<file path="src/rtl/led_seq_ctl_pkg.sv">
// Shared definitions for the LED sequencer: FSM state encoding, mode codes,
// the pattern each mode starts from, and the number of steps in one lap.
package led_seq_ctl_pkg;

   typedef enum logic [1:0] {
      ST_IDLE  = 2'd0,
      ST_RUN   = 2'd1,
      ST_PAUSE = 2'd2,
      ST_DONE  = 2'd3
   } state_t;

   typedef enum logic [1:0] {
      MODE_CHASE_R = 2'd0,
      MODE_CHASE_L = 2'd1,
      MODE_PING    = 2'd2,
      MODE_FILL    = 2'd3
   } mode_t;

   localparam logic [15:0] PAT_TOP = 16'h8000;
   localparam logic [15:0] PAT_BOT = 16'h0001;
   localparam logic [15:0] PAT_CLR = 16'h0000;
   localparam logic [15:0] PAT_FULL = 16'hFFFF;

   // Steps needed to return to the starting pattern.
   localparam logic [4:0] LAP_LEN_CHASE = 5'd16;
   localparam logic [4:0] LAP_LEN_PING  = 5'd30;
   localparam logic [4:0] LAP_LEN_FILL  = 5'd17;

   function automatic logic [15:0] init_pat(input mode_t m);
      case (m)
         MODE_CHASE_L: init_pat = PAT_BOT;
         MODE_FILL:    init_pat = PAT_CLR;
         default:      init_pat = PAT_TOP;
      endcase
   endfunction

   function automatic logic [4:0] lap_len(input mode_t m);
      case (m)
         MODE_PING: lap_len = LAP_LEN_PING;
         MODE_FILL: lap_len = LAP_LEN_FILL;
         default:   lap_len = LAP_LEN_CHASE;
      endcase
   endfunction

endpackage

</file>
<file path="src/rtl/led_seq_ctl_tick.sv">
// Step prescaler: counts enabled cycles and pulses step on the last count of
// each TICK_DIV-cycle period. The count holds while en is low, so a paused
// sequence resumes exactly where it stopped.
//   clk  : clock
//   rst  : async active-high reset
//   en   : count this cycle
//   clr  : synchronous clear (dominates en)
//   step : high for the cycle whose edge advances the pattern
module led_tick_gen #(
   parameter int unsigned TICK_DIV = 3500
) (
   input  logic clk,
   input  logic rst,
   input  logic en,
   input  logic clr,
   output logic step
);

   localparam logic [23:0] LAST = 24'(TICK_DIV - 1);

   logic [23:0] r_cnt;
   logic        w_last;

   assign w_last = (r_cnt == LAST);
   assign step   = en && w_last;

   always_ff @(posedge clk or posedge rst) begin
      if (rst)
         r_cnt <= '0;
      else if (clr)
         r_cnt <= '0;
      else if (en)
         r_cnt <= w_last ? '0 : r_cnt + 24'd1;
   end

endmodule

</file>
<file path="src/rtl/led_seq_ctl.sv">
// LED pattern sequencer. Accepts a mode/lap-count command while idle, steps a
// 16-bit pattern every TICK_DIV cycles, and pulses done when the requested
// laps finish or the sequence is stopped.
//   clk, rst             : clock, async active-high reset
//   cmd_valid/cmd_ready  : command handshake (ready only in IDLE)
//   cmd_mode, cmd_reps   : pattern mode, laps to run (0 = until stop)
//   pause, stop          : freeze stepping (level), abort sequence
//   led                  : current pattern
//   busy, done           : RUN/PAUSE indicator, one-cycle end pulse
module led_seq_ctl
   import led_seq_ctl_pkg::*;
#(
   parameter int unsigned TICK_DIV = 3500
) (
   input  logic        clk,
   input  logic        rst,
   input  logic        cmd_valid,
   input  logic [1:0]  cmd_mode,
   input  logic [3:0]  cmd_reps,
   output logic        cmd_ready,
   input  logic        pause,
   input  logic        stop,
   output logic [15:0] led,
   output logic        busy,
   output logic        done
);

   state_t      r_state, w_state_nxt;
   mode_t       r_mode;
   logic [3:0]  r_reps;
   logic [3:0]  r_lap;
   logic [4:0]  r_step_cnt;   // steps taken within the current lap
   logic        r_dir;        // ping-pong direction: 0 right, 1 left
   logic [15:0] r_led;

   logic        w_accept, w_active, w_tick_en, w_step;
   logic        w_lap_end, w_finish;
   logic [3:0]  w_lap_nxt;
   logic [15:0] w_led_nxt;
   logic        w_dir_nxt;

   assign w_accept  = (r_state == ST_IDLE) && cmd_valid;
   assign w_active  = (r_state == ST_RUN) || (r_state == ST_PAUSE);
   // Pause and stop both suppress the step on the cycle they appear.
   assign w_tick_en = (r_state == ST_RUN) && !pause && !stop;

   led_tick_gen #(.TICK_DIV(TICK_DIV)) u_tick (
      .clk  (clk),
      .rst  (rst),
      .en   (w_tick_en),
      .clr  (r_state == ST_IDLE),
      .step (w_step)
   );

   assign w_lap_end = w_step && (r_step_cnt == lap_len(r_mode) - 5'd1);
   assign w_lap_nxt = r_lap + 4'd1;
   assign w_finish  = w_lap_end && (r_reps != 4'd0) && (w_lap_nxt == r_reps);

   always_ff @(posedge clk or posedge rst) begin
      if (rst)
         r_state <= ST_IDLE;
      else
         r_state <= w_state_nxt;
   end

   always_comb begin
      w_state_nxt = r_state;
      case (r_state)
         ST_IDLE:  if (cmd_valid) w_state_nxt = ST_RUN;
         ST_RUN: begin
            if (stop)          w_state_nxt = ST_DONE;
            else if (pause)    w_state_nxt = ST_PAUSE;
            else if (w_finish) w_state_nxt = ST_DONE;
         end
         ST_PAUSE: begin
            if (stop)        w_state_nxt = ST_DONE;
            else if (!pause) w_state_nxt = ST_RUN;
         end
         default:  w_state_nxt = ST_IDLE;
      endcase
   end

   // Next pattern for one step of the latched mode.
   always_comb begin
      w_led_nxt = r_led;
      w_dir_nxt = r_dir;
      case (r_mode)
         MODE_CHASE_R: w_led_nxt = {r_led[0], r_led[15:1]};
         MODE_CHASE_L: w_led_nxt = {r_led[14:0], r_led[15]};
         MODE_PING: begin
            w_led_nxt = r_dir ? (r_led << 1) : (r_led >> 1);
            // Turn around on arrival at an end so the end value is not repeated.
            if (w_led_nxt == PAT_BOT)
               w_dir_nxt = 1'b1;
            else if (w_led_nxt == PAT_TOP)
               w_dir_nxt = 1'b0;
         end
         default:      w_led_nxt = (r_led == PAT_FULL) ? PAT_CLR : {1'b1, r_led[15:1]};
      endcase
   end

   always_ff @(posedge clk or posedge rst) begin
      if (rst) begin
         r_mode     <= MODE_CHASE_R;
         r_reps     <= '0;
         r_lap      <= '0;
         r_step_cnt <= '0;
         r_dir      <= 1'b0;
         r_led      <= PAT_CLR;
      end else if (w_accept) begin
         r_mode     <= mode_t'(cmd_mode);
         r_reps     <= cmd_reps;
         r_lap      <= '0;
         r_step_cnt <= '0;
         r_dir      <= 1'b0;
         r_led      <= init_pat(mode_t'(cmd_mode));
      end else if (w_active && stop) begin
         r_led      <= PAT_CLR;
      end else if (w_step) begin
         r_led      <= w_finish ? PAT_CLR : w_led_nxt;
         r_dir      <= w_dir_nxt;
         if (w_lap_end) begin
            r_lap      <= w_lap_nxt;
            r_step_cnt <= '0;
         end else begin
            r_step_cnt <= r_step_cnt + 5'd1;
         end
      end
   end

   assign led       = r_led;
   assign cmd_ready = (r_state == ST_IDLE);
   assign busy      = w_active;
   assign done      = (r_state == ST_DONE);

endmodule

</file>
<file path="config.mk">
export PLATFORM = sky130hd
export DESIGN_NAME = led_seq_ctl
export DESIGN_NICKNAME = d
export VERILOG_FILES = /design/src/rtl/led_seq_ctl_pkg.sv /design/src/rtl/led_seq_ctl_tick.sv /design/src/rtl/led_seq_ctl.sv
export SDC_FILE = /design/constraint.sdc
export NUM_CORES = 1
export LEC_CHECK = 0
export ABC_AREA = 1
export CAP_MARGIN = 5
export CELL_PAD_IN_SITES_DETAIL_PLACEMENT = 1
export CELL_PAD_IN_SITES_GLOBAL_PLACEMENT = 2
export CORE_MARGIN = 2
export CORE_UTILIZATION = 31
export DETAILED_ROUTE_END_ITERATION = 8
export MAX_ROUTING_LAYER = met4
export PLACE_DENSITY_LB_ADDON = 0.08
export SYNTH_ARGS = -nofsm -noshare
export SYNTH_HDL_FRONTEND = slang
export SYNTH_SLANG_ARGS = --single-unit
</file>
<file path="constraint.sdc">
create_clock -name clk -period 2.1 [get_ports clk]
set_input_delay 0.42 -clock clk [delete_from_list [all_inputs] [get_ports clk]]
set_output_delay 0.42 -clock clk [all_outputs]
set_load 0.01 [all_outputs]
</file>
==> flow_metrics.env, run 1 <==
export IMPL_synthToLayoutAreaGrowth_pct=24.9
export IMPL_cts_buffers=9
export IMPL_die_h_um=121
export IMPL_cp_max_fo=3
export IMPL_fmax_mhz=499
export IMPL_status="finished clean"
export IMPL_synth_cell_type_count=45
export IMPL_antenna_found_initial=0
export IMPL_path_clk_slew_ns=0.05
export IMPL_start_util=0.318
export IMPL_skew_ns=0.00884
export IMPL_synth_simple_area_share=0.372
export IMPL_synth_top_family_by_area="simple AND/OR/NAND/NOR gates"
export IMPL_fin_crit_sh=0.955
export IMPL_vias=4239
export IMPL_fin_nets=680
export IMPL_grt_use_total=0.217
export IMPL_clock_sinks=58
export IMPL_hold_buffers=0
export IMPL_layout_drive_gt1_share=0.158
export IMPL_routed_via_density=5.04
export IMPL_num_antenna_cells=0
export IMPL_worst_setup_path_start_kind="flop"
export IMPL_clk_latency_ns=0.34
export IMPL_portBuffers=29
export IMPL_finalWeightedCongestion=0.871
export IMPL_overflow=0
export IMPL_ir_worst_vdd_mv=0.602
export IMPL_fin_crit_ns=2.00
export IMPL_ant_nets=0
export IMPL_syn_avg_cell_area_um2=7.07
export IMPL_synth_seq_area_share=0.343
export IMPL_drt_pass1_iter_count=4
export IMPL_fill_cells=1684
export IMPL_slew_viol_final=0
export IMPL_grt_start_max_net_pins=29
export IMPL_power_leakage_nw=2.39
export IMPL_powerDensity_nw_per_um2=1190
export IMPL_worstMarginPinSlew_ns=0.465
export IMPL_syn_area_um2=4230
export IMPL_ys_warn_count=0
export IMPL_fin_worst_hold_slack_ns=0.377
export IMPL_dp_hpwl_um=11000
export IMPL_path_cells="buf_4, ha_1, clkdlybuf4s50_1"
export IMPL_relSlewSlack=0.689
export IMPL_io_pins=30
export IMPL_synth_seq_cells=58
export IMPL_synth_fa_ha_area_frac=0.0236
export IMPL_cp_required_ns=1.68
export IMPL_routed_wl_um=14300
export IMPL_syn_inst=599
export IMPL_path_class="reg2out"
export IMPL_rsz0062_at_grt="no"
export IMPL_wire_per_inst_um=17.0
export IMPL_std_cell_rows=42
export IMPL_cts_tree="yes"
export IMPL_cap_violations=0
export IMPL_core_um2=13300
export IMPL_setup_viol=0
export IMPL_critical_path_max_stage_delay_ns=0.48
export IMPL_dr_first_iter_drc_count=205
export IMPL_arrival_ns=1.58
export IMPL_remaining_drc_errors=0
export IMPL_synthMuxAreaShare=0
export IMPL_synth_edf_count=0
export IMPL_synth_xor_area_frac=0.0165
export IMPL_slowest_stage="clkdlybuf4s50_1"
export IMPL_async_reset_ff_frac=1.00
export IMPL_die_w_um=121
export IMPL_end_kind="output pin"
export IMPL_die_area_um2=14600
export IMPL_syn_nets=618
export IMPL_hp_class="in2async"
export IMPL_cts_buffer_depth=2
export IMPL_cts_max_level=3
export IMPL_synthFlopType="dfrtp_1"
export IMPL_setup_tns_ns=0
export IMPL_grt_pass1_wl_um=23900
export IMPL_grt_pass1_vias=4431
export IMPL_finalHoldViolations=0
export IMPL_synth_compound_area_frac=0.154
export IMPL_cts_root_buf="clkbuf_16"
-- cell families after synthesis --
logic type                 after synthesis
xor gates and xnor gates                 8
DFF                                     58
AOI/OAI and AO/OA                      105
adders and majority gates                8
buffers and inverters                   90
and+or+nand+nor                        330
-- timing repair --
| item | in CTS | in global routing |
|---|---|---|
| resized for setup | 0 | 4 |
| endpoints found under the setup margin | 2 | 17 |
| buffers inserted | 2 | 0 |
-- synthesized netlist by cell type, types with 6 or more instances --
| cell type | n | area, um2 |
|---|---|---|
| nor3_1 | 12 | 60.1 |
| nor2_1 | 70 | 263 |
| a21oi_1 | 12 | 60.1 |
| nand2_1 | 148 | 556 |
| inv_2 | 9 | 33.8 |
| o21ai_0 | 45 | 225 |
| buf_2 | 8 | 40.0 |
| o21ai_1 | 10 | 50.1 |
| nand3_1 | 52 | 260 |
| nor2_2 | 9 | 56.3 |
| o22ai_2 | 6 | 75.1 |
| inv_1 | 65 | 244 |
| o211ai_1 | 6 | 45.0 |
| nand4_1 | 12 | 75.1 |
| ha_1 | 8 | 100 |
| o22ai_1 | 7 | 43.8 |
| dfrtp_1 | 58 | 1450 |
| xor2_1 | 6 | 52.6 |
-- where the power goes --
group | internal, mW | total (mW) | switching, mW | leakage, nW
combinational | 1.19 | 3.14 | 1.95 | 1.46
sequential | 1.34 | 1.61 | 0.267 | 0.785
clock | 1.01 | 1.55 | 0.545 | 0.152
total | 3.54 | 6.30 | 2.76 | 2.39
-- through the flow --
| stage | util | std cells | setup WS (ns) | power, mW | instance area, um2 |
|---|---|---|---|---|---|
| after floorplan | - | 599 | 0.0146 | 3.52 | 4230 |
| after global placement | 0.372 | 824 | 0.145 | 4.65 | 4950 |
| after detailed placement | 0.372 | 824 | 0.0876 | 4.72 | 4950 |
| after CTS | 0.396 | 841 | 0.0315 | 6.34 | 5270 |
| after global routing | 0.398 | 841 | 0.00801 | 6.78 | 5290 |
| final | 0.398 | 841 | 0.0953 | 6.30 | 5290 |
-- worst paths after layout --
path                             from               end  slack [ns]  cells after the start
max in group asynchronous         rst            led[1]        1.25                      3
setup reg to reg            r_mode[0]        r_state[0]        0.18                     11
hold / removal                    rst  u_tick.r_cnt[18]        0.38                      2
setup / recovery           r_state[0]              done         0.1                      3
hold reg to reg             r_reps[0]         r_reps[0]        0.53                      2
min in group clk            r_reps[0]         r_reps[0]        0.53                      2
-- per-layer routing --
layer	GRT usage	routed length, um	vias to the layer above
met5	-	0	-
met4	0.0654	180	0
met3	0.0315	479	13
met2	0.311	6100	61
met1	0.315	7540	2060
li1	-	-	2105
-- layout make-up --
cell class / count / area, um2 / area share
multi-input cells: 451 / 2410 / 0.456
flip-flops and latches: 58 / 1450 / 0.274
repair buffers: 65 / 616 / 0.116
inverters: 76 / 285 / 0.0540
clock buffers: 13 / 270 / 0.0511
well taps: 176 / 220 / 0.0416
clock inverters: 2 / 35.0 / 0.00663
-- flip-flops by register name, summed over array words and instances (netlist names) --
register,cells
r_mode,2
r_lap,4
r_reps,4
r_state,2
r_step_cnt,5
u_tick.r_cnt,24
r_dir,1
led,16
-- layout by cell type (no fill, tap or decap), types with 27 or more instances in the layout --
master,Yosys,final
buf_4,2,32
clkdlybuf4s50_1,0,27
dfrtp_1,58,58
inv_1,65,64
nand2_1,148,148
nand3_1,52,52
nor2_1,70,70
o21ai_0,45,45
-- worst max-delay path: cells and delay by family, from the launching register on --
family | cells | cell delay, ns
adder cells (fa/ha/maj) | 1 | 0.21
flip-flops | 1 | 0.39
buffers and inverters | 2 | 0.64
No activity file was read; power rests on OpenSTA's default activity.
==> inputs of run 2 (changes only) <==
Clock period 2.1 ns to 1.8 ns, I/O delays scaled along.
==> run 2 against run 1 <==
  * The run now ends with negative setup slack left
  * First-iteration DRC count increased by 39%
  * Clock power up 14%
  * Die area did not move
  * Sequential power increased by 14%
  * Final area increased by 12%
  * Register-to-register slack got worse by 0.24 ns
  * Power is 30% higher
  * Clock skew is 0.0030 ns higher
  * Critical endpoint is now led[8]
  * Largest cell class unchanged
  * Largest power group unchanged
==> flow_metrics.env, run 2 (synthesized netlist as in run 1, its figures left out) <==
export IMPL_comb_power_share=0.562
export IMPL_cap_violations=0
export IMPL_skew_ns=0.0118
export IMPL_fin_nets=731
export IMPL_worstMarginPinSlew_ns=0.442
export IMPL_dp_hpwl_um=11300
export IMPL_cts_max_level=3
export IMPL_die_area_um2=14600
export IMPL_portBuffers=29
export IMPL_place_ws_ns=-0.133
export IMPL_end_kind="flop"
export IMPL_antenna_found_initial=0
export IMPL_overflow=0
export IMPL_core_um2=13300
export IMPL_routed_wl_um=14900
export IMPL_violations="negative setup slack"
export IMPL_path_clk_slew_ns=0.05
export IMPL_slew_viol_final=0
export IMPL_layout_commonest_cell="nand2_1"
export IMPL_layout_setup_ws_ns=-0.0629
export IMPL_path_cells="nor2_4, inv_4, ha_4, xor2_1, nand3_1, nor2_4, nand3_4, buf_6, nand2_8, o22ai_2"
export IMPL_setup_viol=18
export IMPL_rsz0062_at_grt="yes"
export IMPL_die_w_um=121
export IMPL_dp_cells=861
export IMPL_clockPowerShare=0.215
export IMPL_grt_use_total=0.220
export IMPL_timing_rr_start="r_mode[0]"
export IMPL_largest_reg_flops=24
export IMPL_grt_pass1_wl_um=24600
export IMPL_critical_path_max_stage_delay_ns=0.43
export IMPL_pwr_share_seq=0.224
export IMPL_remaining_drc_errors=0
export IMPL_ir_worst_vdd_mv=0.627
export IMPL_power_internal_mw=4.72
export IMPL_grt_start_max_net_pins=33
export IMPL_cts_root_buf="clkbuf_16"
export IMPL_dr_first_iter_drc_count=285
export IMPL_cts_tree="yes"
export IMPL_num_antenna_cells=0
export IMPL_ant_nets=0
export IMPL_critPathTopFamily="simple AND/OR/NAND/NOR gates"
export IMPL_crit_cells=10
export IMPL_p_sw_mw=3.49
export IMPL_cp_required_ns=2.01
export IMPL_power_leakage_nw=2.65
export IMPL_routed_via_density=5.00
export IMPL_netSwitchingFraction=0.425
export IMPL_reg2reg_slack_ns=-0.06
export IMPL_r2r_cells=10
export IMPL_finalWeightedCongestion=0.854
export IMPL_cp_endpoint="led[8]"
export IMPL_power_total_mw=8.21
export IMPL_cp_max_fo=6
export IMPL_cts_buffers=9
export IMPL_std_cell_rows=42
export IMPL_crit_start="r_mode[0]"
export IMPL_die_h_um=121
export IMPL_vias=4468
export IMPL_slowest_stage="dfrtp_2"
export IMPL_fill_cells=1673
export IMPL_start_util=0.318
export IMPL_hp_class="in2async"
export IMPL_clock_sinks=58
export IMPL_finalHoldViolations=0
export IMPL_fin_crit_ns=1.86
export IMPL_seq_area_um2=1460
export IMPL_grt_pass1_vias=4632
export IMPL_wire_per_inst_um=16.7
export IMPL_setup_tns_ns=-0.623
export IMPL_multi_input_area_um2=2620
export IMPL_worst_setup_path_start_kind="flop"
export IMPL_final_cells=893
export IMPL_cts_buffer_depth=2
export IMPL_fin_crit_sh=1.03
export IMPL_arrival_ns=2.08
export IMPL_crit_buf_inv=2
export IMPL_drt_pass1_iter_count=5
export IMPL_powerDensity_nw_per_um2=1390
export IMPL_fin_util=0.444
export IMPL_relSlewSlack=0.705
export IMPL_clk_latency_ns=0.34
export IMPL_layout_drive_gt1_share=0.273
export IMPL_fmax_mhz=537
export IMPL_final_cell_mix="138 x nand2_1, 77 x buf_4, 65 x nor2_1, 59 x inv_1, 52 x dfrtp_1"
export IMPL_timing_rr_end="led[8]"
export IMPL_top_register="u_tick.r_cnt"
export IMPL_synthToLayoutAreaGrowth_pct=39.4
export IMPL_path_class="reg2reg"
export IMPL_io_pins=30
export IMPL_status="finished, violations left"
export IMPL_critical_path_most_common_cell="nor2_4"
## run 2: cell types whose count changed in the layout (fill, tap and decap cells not counted), moves of 4 or more
| cell | before | now |
|---|---|---|
| buf_6 | 0 | 4 |
| nand3_1 | 52 | 47 |
| dfrtp_2 | 0 | 6 |
| o21ai_0 | 45 | 40 |
| nand2_2 | 5 | 12 |
| buf_4 | 32 | 77 |
| dfrtp_1 | 58 | 52 |
| nand2_1 | 148 | 138 |
| ha_4 | 0 | 4 |
| nor2_1 | 70 | 65 |
| o21ai_1 | 10 | 14 |
| inv_1 | 64 | 59 |
| ha_1 | 8 | 4 |
## run 2: metrics by stage
step,hold WS [ns],cell area [um2]
after detailed placement,0.543,5270
after CTS,0.374,5690
final,0.360,5900
after global placement,0.529,5270
after global routing,0.390,5900
after floorplan,0.470,4270
## run 2: worst register-to-register path, delay by kind of cell (launching register included)
family / cells / cell delay [ns]
simple gates: 5 / 0.65
flops: 1 / 0.43
fa+ha+maj: 1 / 0.25
buf+inv: 2 / 0.21
xor+xnor: 1 / 0.14
compound gates: 1 / 0.07
## run 2: timing repair
item	CTS	global route
setup endpoints to repair	34	48
setup buffers	8	9
gates cloned	1	0
pin swaps	10	10
resized for setup	20	45
hold buffers	0	0
## run 2: power by group through the flow
stage | Clock (mW) | Sequential (mW) | Combinational [mW]
finish | 1.76 | 1.84 | 4.61
global route | 1.85 | 1.87 | 5.07
CTS | 1.80 | 1.82 | 4.43
detailed placement | 0 | 1.85 | 4.18
global placement | 0 | 1.84 | 4.13
floorplan | 0 | 1.85 | 2.33
## run 2: per-layer routing
layer  global-route usage  wire length, um
met5                    -                0
met4               0.0741              251
met3               0.0254              396
met2                0.317             6610
met1                0.321             7630
## run 2: how the worst min path moves through the flow
| stage | start | to | slack, ns | depth (start not counted) |
|---|---|---|---|---|
| 4_1_cts | rst | u_tick.r_cnt[12] | 0.37 | 2 |
| 6_report | rst | u_tick.r_cnt[12] | 0.36 | 2 |
| 2_1_floorplan | cmd_reps[0] | r_reps[0] | 0.47 | 2 |
| 3_5_place_dp | r_reps[0] | r_reps[0] | 0.54 | 2 |
| 5_1_grt | rst | u_tick.r_cnt[12] | 0.39 | 2 |
| 3_3_place_gp | r_reps[0] | r_reps[0] | 0.53 | 2 |
## run 2: final cells by class
cell class / count / area share
multi-input cells: 452 / 0.444
flip-flops and latches: 58 / 0.247
repair buffers: 115 / 0.172
inverters: 76 / 0.0492
clock buffers: 14 / 0.0447
well taps: 176 / 0.0373
clock inverters: 2 / 0.00594
==> inputs of run 3 (changes only) <==
Settings changed: CAP_MARGIN 5 to unset, SLEW_MARGIN set to 20.
==> results of run 3 <==
Same layout as run 2: the final DEF is identical, and so are final timing and power.
